## src/rtl/axis_video_frame_monitor.sv

```systemverilog
// Passive AXI4-Stream video monitor: measures line width and frame height, flags framing errors.
// Define AXIS_VIDEO_MON_CHECKSUM_EN to build the per-frame tdata checksum; otherwise frame_checksum is 0.
module axis_video_frame_monitor #(
  parameter int DATA_W = 24,
  parameter int PPC    = 1,
  parameter int DIM_W  = 16,
  parameter int FCNT_W = 32
) (
  input  logic              aclk,
  input  logic              aresetn,
  input  logic [DATA_W-1:0] mon_tdata,
  input  logic              mon_tuser,
  input  logic              mon_tlast,
  input  logic              mon_tvalid,
  input  logic              mon_tready,
  input  logic              enable,
  input  logic [DIM_W-1:0]  exp_width,
  input  logic [DIM_W-1:0]  exp_height,
  input  logic              clr_err,
  output logic              frame_done,
  output logic              frame_ok,
  output logic [DIM_W-1:0]  meas_width,
  output logic [DIM_W-1:0]  meas_height,
  output logic [FCNT_W-1:0] frame_count,
  output logic [4:0]        err_flags,
  output logic [31:0]       frame_checksum
);

  typedef enum logic [1:0] {
    ST_IDLE     = 2'd0,
    ST_WAIT_SOF = 2'd1,
    ST_ACTIVE   = 2'd2
  } state_t;

  localparam logic [DIM_W-1:0] PPC_DIM  = DIM_W'(PPC);
  localparam logic [DIM_W-1:0] DIM_ONES = {DIM_W{1'b1}};
  localparam logic [DIM_W-1:0] DIM_ZERO = {DIM_W{1'b0}};
  localparam logic [DIM_W-1:0] DIM_ONE  = DIM_W'(1);

  state_t           state_r;
  state_t           state_nx_s;
  logic             run_wait_s;
  logic             run_active_s;
  logic             xfer_s;
  logic             start_s;
  logic             early_close_s;
  logic             beat_s;
  logic             in_frame_s;
  logic             line_eol_s;
  logic             eol_close_s;
  logic             short_s;
  logic             long_s;
  logic             sat_s;
  logic [DIM_W:0]   pix_sum_s;
  logic [DIM_W-1:0] pix_now_s;
  logic [DIM_W-1:0] ew_s;
  logic [DIM_W-1:0] eh_s;
  logic [DIM_W-1:0] base_line_s;
  logic [DIM_W-1:0] line_inc_s;
  logic [4:0]       base_err_s;
  logic [4:0]       frame_err_now_s;
  logic [4:0]       err_set_s;
  logic [DIM_W-1:0] pix_cnt_r;
  logic [DIM_W-1:0] line_cnt_r;
  logic [DIM_W-1:0] exp_w_r;
  logic [DIM_W-1:0] exp_h_r;
  logic [4:0]       frame_err_r;

  // Adds PPC to the pixel count; MSB of the result flags saturation at all-ones.
  function automatic logic [DIM_W:0] sat_add(input logic [DIM_W-1:0] a);
    logic [DIM_W:0] s;
    s = {1'b0, a} + {1'b0, PPC_DIM};
    if (s[DIM_W]) begin
      sat_add = {1'b1, DIM_ONES};
    end else begin
      sat_add = {1'b0, s[DIM_W-1:0]};
    end
  endfunction

  // State register.
  always_ff @(posedge aclk) begin
    if (!aresetn) begin
      state_r <= ST_IDLE;
    end else begin
      state_r <= state_nx_s;
    end
  end

  // Next-state logic; dropping enable aborts from any state.
  always_comb begin
    state_nx_s = state_r;
    case (state_r)
      ST_IDLE: begin
        if (enable) begin
          state_nx_s = ST_WAIT_SOF;
        end else begin
          state_nx_s = ST_IDLE;
        end
      end
      ST_WAIT_SOF, ST_ACTIVE: begin
        if (!enable) begin
          state_nx_s = ST_IDLE;
        end else if (eol_close_s) begin
          state_nx_s = ST_WAIT_SOF;
        end else if (start_s) begin
          state_nx_s = ST_ACTIVE;
        end else begin
          state_nx_s = state_r;
        end
      end
      default: state_nx_s = ST_IDLE;
    endcase
  end

  // State decode into run qualifiers.
  always_comb begin
    run_wait_s   = 1'b0;
    run_active_s = 1'b0;
    case (state_r)
      ST_WAIT_SOF: run_wait_s   = enable;
      ST_ACTIVE:   run_active_s = enable;
      default: begin
        run_wait_s   = 1'b0;
        run_active_s = 1'b0;
      end
    endcase
  end

  // Beat evaluation: an SOF beat opens a fresh frame context before its EOL is judged.
  always_comb begin
    xfer_s        = mon_tvalid & mon_tready;
    start_s       = (run_wait_s | run_active_s) & xfer_s & mon_tuser;
    early_close_s = run_active_s & xfer_s & mon_tuser;
    beat_s        = run_active_s & xfer_s & ~mon_tuser;
    in_frame_s    = start_s | beat_s;
    pix_sum_s     = sat_add(pix_cnt_r);
    if (start_s) begin
      ew_s        = exp_width;
      eh_s        = exp_height;
      base_line_s = DIM_ZERO;
      base_err_s  = 5'b00000;
      pix_now_s   = PPC_DIM;
      sat_s       = 1'b0;
    end else begin
      ew_s        = exp_w_r;
      eh_s        = exp_h_r;
      base_line_s = line_cnt_r;
      base_err_s  = frame_err_r;
      if (beat_s) begin
        pix_now_s = pix_sum_s[DIM_W-1:0];
        sat_s     = pix_sum_s[DIM_W];
      end else begin
        pix_now_s = pix_cnt_r;
        sat_s     = 1'b0;
      end
    end
    line_eol_s      = in_frame_s & mon_tlast;
    short_s         = line_eol_s & (pix_now_s < ew_s);
    long_s          = line_eol_s & (pix_now_s > ew_s);
    line_inc_s      = base_line_s + DIM_ONE;
    eol_close_s     = line_eol_s & (line_inc_s == eh_s);
    frame_err_now_s = base_err_s | {sat_s, 1'b0, 1'b0, long_s, short_s};
    err_set_s       = {sat_s, run_wait_s & xfer_s & ~mon_tuser, early_close_s, long_s, short_s};
  end

  // Frame counters, measurements and error flags.
  always_ff @(posedge aclk) begin
    if (!aresetn) begin
      frame_done  <= 1'b0;
      frame_ok    <= 1'b0;
      meas_width  <= DIM_ZERO;
      meas_height <= DIM_ZERO;
      frame_count <= {FCNT_W{1'b0}};
      err_flags   <= 5'b00000;
      pix_cnt_r   <= DIM_ZERO;
      line_cnt_r  <= DIM_ZERO;
      exp_w_r     <= DIM_ZERO;
      exp_h_r     <= DIM_ZERO;
      frame_err_r <= 5'b00000;
    end else begin
      frame_done  <= early_close_s | eol_close_s;
      // A 1-line frame started by an early SOF can close twice in one beat.
      frame_count <= frame_count + FCNT_W'(early_close_s) + FCNT_W'(eol_close_s);
      if (eol_close_s) begin
        meas_height <= line_inc_s;
        frame_ok    <= ~|frame_err_now_s;
      end else if (early_close_s) begin
        meas_height <= line_cnt_r;
        frame_ok    <= 1'b0;
      end
      if (line_eol_s) begin
        meas_width <= pix_now_s;
      end
      if (clr_err) begin
        err_flags <= err_set_s;
      end else begin
        err_flags <= err_flags | err_set_s;
      end
      if (in_frame_s) begin
        exp_w_r     <= ew_s;
        exp_h_r     <= eh_s;
        pix_cnt_r   <= line_eol_s ? DIM_ZERO : pix_now_s;
        line_cnt_r  <= line_eol_s ? line_inc_s : base_line_s;
        frame_err_r <= frame_err_now_s;
      end
    end
  end

`ifdef AXIS_VIDEO_MON_CHECKSUM_EN
  logic [31:0] csum_acc_r;
  logic [31:0] csum_nx_s;

  function automatic logic [31:0] zext32(input logic [DATA_W-1:0] d);
    zext32 = 32'(d);
  endfunction

  // Running tdata sum, restarted by the SOF beat.
  always_comb begin
    if (start_s) begin
      csum_nx_s = zext32(mon_tdata);
    end else if (beat_s) begin
      csum_nx_s = csum_acc_r + zext32(mon_tdata);
    end else begin
      csum_nx_s = csum_acc_r;
    end
  end

  // Accumulator and checksum latch on frame close.
  always_ff @(posedge aclk) begin
    if (!aresetn) begin
      csum_acc_r     <= 32'd0;
      frame_checksum <= 32'd0;
    end else begin
      csum_acc_r <= csum_nx_s;
      if (eol_close_s) begin
        frame_checksum <= csum_nx_s;
      end else if (early_close_s) begin
        frame_checksum <= csum_acc_r;
      end
    end
  end
`else
  logic unused_tdata;
  assign unused_tdata   = ^mon_tdata;
  assign frame_checksum = 32'd0;
`endif

endmodule

```

## config.mk

```make
export PLATFORM = sky130hd
export DESIGN_NAME = axis_video_frame_monitor
export DESIGN_NICKNAME = d
export VERILOG_FILES = /design/src/rtl/axis_video_frame_monitor.sv
export SDC_FILE = /design/constraint.sdc
export NUM_CORES = 1
export LEC_CHECK = 0
export CAP_MARGIN = 20
export CELL_PAD_IN_SITES_DETAIL_PLACEMENT = 1
export CELL_PAD_IN_SITES_GLOBAL_PLACEMENT = 1
export CORE_ASPECT_RATIO = 0.8
export CORE_MARGIN = 2
export CORE_UTILIZATION = 50
export CTS_CLUSTER_SIZE = 25
export DETAILED_ROUTE_END_ITERATION = 8
export DONT_BUFFER_PORTS = 1
export PLACE_DENSITY = 0.93
export SYNTH_ARGS = -nofsm -noshare
export SYNTH_HDL_FRONTEND = slang
export SYNTH_SLANG_ARGS = --single-unit
```

## constraint.sdc

```tcl
create_clock -name aclk -period 19.3 [get_ports aclk]
set_clock_uncertainty 0.1 [all_clocks]
set_input_delay 4.825 -clock aclk [delete_from_list [all_inputs] [get_ports aclk]]
set_output_delay 4.825 -clock aclk [all_outputs]
set_load 0.02 [all_outputs]
```

==> metrics.cfg, run 1 <==
[run_status]
status = finished with violations
violations = design-rule violations

[die]
dieArea_um2 = 15800
ios = 167
die_h_um = 113
start_util = 0.514
die_w_um = 140
num_rows = 39
core_um2 = 14400

[routing]
drc = 7
ant_nets = 0
routed_via_density = 6.09
first_iter_violations = 486
vias = 6527
first_pass_iters = 7
wirelength_um = 22200
wl_per_cell_um = 20.7

[power_and_ir_drop]
p_per_area_nw_per_um2 = 78.9
power.total_uw = 626
p_leak_nw = 3.02
vdd_drop_max_mv = 0.0622

[clock_network]
cts.clk_slew.worst_paths_ns = 0.06
cts_hold_buf = 0
cts_resized = 0
ctsLongestPathBuffers = 2
htreeDepth = 4
cts_tree = built
cts-root-buf = clkbuf_16
cts_setup_buffers = 0
tritoncts.num_buffers = 17
clk_latency_ns = 0.43
cts_sinks = 142

[timing]
hold_violations = 0
min_period_ns = 10.67
rsz0062_at_grt = false
fmax_mhz = 93.7
finalCritPeriodShare = 0.553
setup_tns_ns = 0
setup_viol = 0
worstMarginPinSlew_ns = 0.965
slew_viol_final = 0
relSlewSlack = 0.357

[worst_hold_path]
hold_class = flip-flop to flip-flop

[critical_path]
end_kind = flip-flop
crit_required_ns = 19.52
cp-start-kind = primary input
arrival_ns = 10.90
path_class = primary input to flip-flop
path_max_fanout = 55

[logic_synthesis]
synth_edf_count = 0
synthCells = 902
synth-xor-area-share = 0.0740
ys_ff_latch = 142
synthArstFlopShare = 0
synthFlopType = dfxtp_1
synth_cell_type_count = 62
yosys.area_share.adder = 0.0416
yosysWarningCount = 0
syn_avg_cell_area_um2 = 8.21
synth-simple-area-share = 0.233
synth.mux.area_fraction = 0.0526
synth_top_family_by_area = simple AND/OR/NAND/NOR gates
ys_seq_area_frac = 0.384
synth_area_um2 = 7400
synth-compound-area-share = 0.145

[flow_run]
maxCapViolCount = 0

[layout]
fin_cells = 1071
layout-drive-gt1-share = 0.0620
area_growth_pct = 7.32
fin_nets = 963
num_antenna_cells = 0

[place]
io_buffers = 0
gp_congestion = 0.833
hpwl_um = 14500
placedCellCount = 1040

[global_route]
grt_pass1_wl_um = 35800
overflow = 0
grt_pass1_vias = 6728
grt_max_degree = 88
antenna_found_initial = 0
track_usage = 0.285

-- flip-flops by register name, summed over array words and instances, names as in the netlist, 2 cells and up --
signal / count
frame_err_r: 5
pix_cnt_r: 16
meas_width: 16
meas_height: 16
state_r: 2
exp_w_r: 16
exp_h_r: 16
line_cnt_r: 16
frame_count: 32
err_flags: 5
-- worst max-delay path, cell delays in order --
cell and delay [ns]:
and3_1 0.33, nand2_2 0.12, buf_4 0.50, nand2_1 0.22, inv_1 0.12, ha_1 0.44
nand4_1 0.34, nor4_1 0.42, mux2i_1 0.51, xnor2_1 0.19, a31oi_1 0.20, nor4_2 0.32
buf_4 0.24, fa_1 0.23, ha_1 0.21, nand2_1 0.10, nor4_1 0.69, and2_0 0.43
nand2_1 0.12, xnor2_1 0.15, and2_1 0.16
-- stage by stage --
stage               setup slack, ns  cell area, um^2  hold WS, ns  utilization
floorplan                      8.98             7520        0.331            -
finish                         8.63             7940        0.360        0.552
global route                   8.15             7940        0.380        0.552
detailed placement             8.31             7390        0.356        0.513
CTS                            8.68             7940        0.363        0.552
global placement               8.57             7390        0.340        0.513
-- cells by family (layout without fill, tap and decap cells) --
kind of cell / Yosys count / after routing
adders and majority gates: 24 / 24
AOI/OAI and AO/OA: 172 / 172
DFF: 142 / 142
xor gates and xnor gates: 61 / 61
muxes: 38 / 38
other: 1 / 32
and+or+nand+nor: 365 / 365
buffers and inverters: 99 / 53
-- worst paths after layout --
kind,startpoint,endpoint,slack (ns),cells after the start
max,mon_tvalid,frame_count[22],8.63,21
min,frame_err_r[1],frame_err_r[1],0.36,2
max reg2reg,state_r[1],frame_count[22],12.41,23
min reg2reg,frame_err_r[1],frame_err_r[1],0.36,2
-- report_power, final --
part / leakage, nW / switching [mW] / total [mW] / internal [mW]
Clock: 0.266 / 0.133 / 0.314 / 0.181
Combinational: 1.61 / 0.0151 / 0.0182 / 0.00318
Sequential: 1.14 / 0.000470 / 0.294 / 0.294
Total: 3.02 / 0.149 / 0.626 / 0.478
-- layout by cell type, fill, tap and decap left out, types with 11 or more instances in the layout --
master	instances
a211oi_1	13
a21oi_1	77
a22oi_1	21
and2_1	13
and3_1	20
clkbuf_16	17
conb_1	32
dfxtp_1	142
ha_1	23
inv_1	11
mux2i_1	34
nand2_1	121
nand3_1	31
nand4_1	18
nor2_1	109
o21ai_0	21
xnor2_1	28
xor2_1	32
-- synth_stat cells (6+ instances only) --
library cell / number / area share
buf_4: 32 / 0.032
xnor2_1: 28 / 0.033
clkbuf_1: 40 / 0.020
o21ai_0: 21 / 0.014
a211oi_1: 13 / 0.013
or3_1: 10 / 0.0085
inv_1: 11 / 0.0056
and4_1: 6 / 0.0071
a31oi_1: 6 / 0.0051
nand3_1: 31 / 0.021
buf_2: 11 / 0.0074
a21o_1: 10 / 0.010
nor2_1: 110 / 0.056
a22oi_1: 21 / 0.021
and2_1: 13 / 0.011
dfxtp_1: 142 / 0.38
mux2i_1: 34 / 0.046
ha_1: 23 / 0.039
and3_1: 20 / 0.017
a21oi_1: 77 / 0.052
nand4_1: 18 / 0.015
xor2_1: 32 / 0.038
nand2_1: 121 / 0.061
nor3_1: 10 / 0.0068
-- metal layers --
metal	part of all wire	track usage	wire [um]
met4	0.023	0.0990	517
met5	0	0	0
met1	0.42	0.353	9380
met3	0.081	0.0935	1800
met2	0.47	0.472	10500
-- area by class of cell --
type,count,area [um^2]
Multi-Input combinational cell,692,4190
Inverter,12,47.5
Sequential cell,142,2840
Clock buffer,19,443
Clock inverter,12,115
Fill cell,1729,6450
Tap cell,184,230
Timing Repair Buffer,10,75.1
Note: power is estimated with default switching activity, not from simulation.
==> run 2, diff against run 1 <==
ABC_AREA = 1   (was not set)
CORE_UTILIZATION = 41   (was 50)
PLACE_DENSITY = 0.85   (was 0.93)
clock period = 8.64 ns   (was 19.3 ns; I/O delays follow)
==> run 2 against run 1 <==
  * Die area increased by 29%
  * Critical path depth increased by 18
  * Non-clock buffer count decreased by 4
  * Power increased by 140%
  * Combinational power increased to 2.7 times the previous value
  * Highest routed layer unchanged
  * Area after synthesis increased by 6.6%
  * Critical path type unchanged
  * Sequential cell count unchanged
  * The run now ends clean
==> metrics.cfg, run 2 <==
[run_status]
status = complete, no violations

[logic_synthesis]
synthCells = 1138  ; +26%
yosysWarningCount = 0  ; unchanged
netlist_top_cells_count = nand2_1, dfxtp_1, inv_1
synthArstFlopShare = 0  ; unchanged
ys_ff_latch = 142  ; unchanged
synthFlopType = dfxtp_1
syn_avg_cell_area_um2 = 6.93  ; -16%
synth_area_um2 = 7890  ; +6.6%
synth_edf_count = 0  ; unchanged
synth_cell_type_count = 50  ; -19%
ys_top_cells_by_area = dfxtp_1, nand2_1, inv_1
synth_area_leader_cell = dfxtp_1
ys_seq_area_frac = 0.360  ; -0.0237
yosysMostFrequentCell = nand2_1
synth_top_area_share = 0.360  ; -0.0237

[routing]
drc = 0  ; -7
first_iter_violations = 365  ; -25%
wl_per_cell_um = 16.7  ; -19%
vias = 7231  ; +11%
ant_nets = 0  ; unchanged
routed_via_density = 5.18  ; -15%
first_pass_iters = 7  ; unchanged
wirelength_um = 23400  ; +5.3%

[die]
core_um2 = 18900  ; +31%
num_rows = 45  ; +15%
die_h_um = 128  ; +14%
dieArea_um2 = 20400  ; +29%
ios = 167  ; unchanged
die_w_um = 159  ; +14%
start_util = 0.417  ; -0.0972

[global_route]
grt_pass1_wl_um = 38100  ; +6.4%
grt_pass1_vias = 7317  ; +8.8%
grt_max_degree = 94  ; +6.8%
track_usage = 0.233  ; -0.0518
overflow = 0  ; unchanged
antenna_found_initial = 0  ; unchanged

[critical_path]
cp_common_cell = nand2_1
critPathMaxStageDelay_ns = 0.47  ; -0.22 ns
crit_required_ns = 8.90  ; -10.62 ns
arrival_ns = 7.34  ; -3.56 ns
path_class = primary input to flip-flop
cp-start-kind = primary input
path_max_fanout = 41  ; -25%
cpMaxStageDelayCell = nand3_4
end_kind = flip-flop

[layout]
utilization = 0.452  ; -0.100
fin_cells = 1396  ; +30%
largest_reg_flops = 32  ; unchanged
layout-drive-gt1-share = 0.0975  ; +0.0355
largest-register = frame_count
final_cell_mix = nand2_1, dfxtp_1, inv_1, nor2_1, a21oi_1
num_antenna_cells = 0  ; unchanged
final_common_cell = nand2_1
fin_nets = 1213  ; +26%
n_fill_cell = 2497  ; +44%
multi_input_area_um2 = 4150  ; -0.99%
area_growth_pct = 8.29
ff_latch_area_um2 = 2840  ; unchanged

[power_and_ir_drop]
power.total_mw = 1.48  ; +140%
p_per_area_nw_per_um2 = 174  ; +120%
vdd_drop_max_mv = 0.113  ; +81%
p_leak_nw = 4.00  ; +32%

[clock_network]
cts_tree = built
cts-root-buf = clkbuf_16
cts_sinks = 142  ; unchanged
cts_resized = 0  ; unchanged
htreeDepth = 4  ; unchanged
cts_setup_buffers = 0  ; unchanged
cts.clk_slew.worst_paths_ns = 0.06  ; about the same
cts_hold_buf = 0  ; unchanged
clk_latency_ns = 0.43  ; about the same
tritoncts.num_buffers = 17  ; unchanged
ctsLongestPathBuffers = 2  ; unchanged

[timing]
setup_tns_ns = 0  ; unchanged
finalCritPeriodShare = 0.820
relSlewSlack = 0.244  ; -0.113
fmax_mhz = 141
slew_viol_final = 0  ; unchanged
worstMarginPinSlew_ns = 1.13  ; +0.169 ns
min_period_ns = 7.08
rsz0062_at_grt = false
hold_violations = 0  ; unchanged
setup_viol = 0  ; unchanged

[place]
io_buffers = 0  ; unchanged
gp_congestion = 0.862  ; +3.4%
hpwl_um = 16500  ; +14%
placedCellCount = 1364  ; +31%

[worst_hold_path]
hold_class = flip-flop to flip-flop

[flow_run]
maxCapViolCount = 0  ; unchanged

==> run 2: cell type report <==
class | instances | share of cell area
clock buffers | 20 | 0.0535
clock inverters | 12 | 0.0187
well taps | 258 | 0.0378
multi-input cells | 809 | 0.486
repair buffers | 6 | 0.00527
flip-flops and latches | 142 | 0.333
inverters | 149 | 0.0663
==> run 2: metal layers <==
metal | wire length, um | GRT usage | up-vias
met3 | 1580 | 0.0754 | 28
li1 | - | - | 3541
met5 | 0 | 0 | -
met2 | 10200 | 0.364 | 157
met4 | 425 | 0.0706 | 0
met1 | 11200 | 0.309 | 3505
==> run 2: per-stage QoR <==
stage | cell area, um^2 | setup WS (ns) | hold WS, ns
6_report | 8540 | 1.56 | 0.345
5_1_grt | 8540 | 0.943 | 0.369
4_1_cts | 8540 | 1.56 | 0.347
3_5_place_dp | 7930 | 1.15 | 0.337
3_3_place_gp | 7930 | 1.34 | 0.328
2_1_floorplan | 8010 | 2.09 | 0.316
==> run 2: kinds of logic (layout without fill, tap and decap cells) <==
logic type	after synthesis	in the layout	share of synthesized area
and+or+nand+nor	585	585	0.340
buffers and inverters	218	187	0.129
DFF	142	142	0.360
AOI/OAI and AO/OA	140	140	0.0956
adders and majority gates	24	24	0.0390
muxes	19	19	0.0246
xor gates and xnor gates	9	9	0.0109
other	1	32	0.000475
==> run 2: critical path: cells and delay by family <==
family / cells / cell delay [ns]
buf+inv: 6 / 0.57
fa+ha+maj: 3 / 0.71
compound gates: 1 / 0.14
simple gates: 29 / 3.72
==> run 2: path summary, 6_finish.rpt <==
path / from / to / slack (ns) / cells after the start
max reg2reg: state_r[0] / frame_count[30] / 2.69 / 41
min reg2reg: frame_err_r[3] / frame_err_r[3] / 0.35 / 2
max: mon_tvalid / frame_count[30] / 1.56 / 39
min: frame_err_r[3] / frame_err_r[3] / 0.35 / 2
==> run 2: where the power goes <==
part / internal (mW) / switching (mW) / leakage (nW)
combinational: 0.0101 / 0.0391 / 2.56
clock: 0.472 / 0.305 / 0.301
sequential: 0.657 / 0.00204 / 1.14
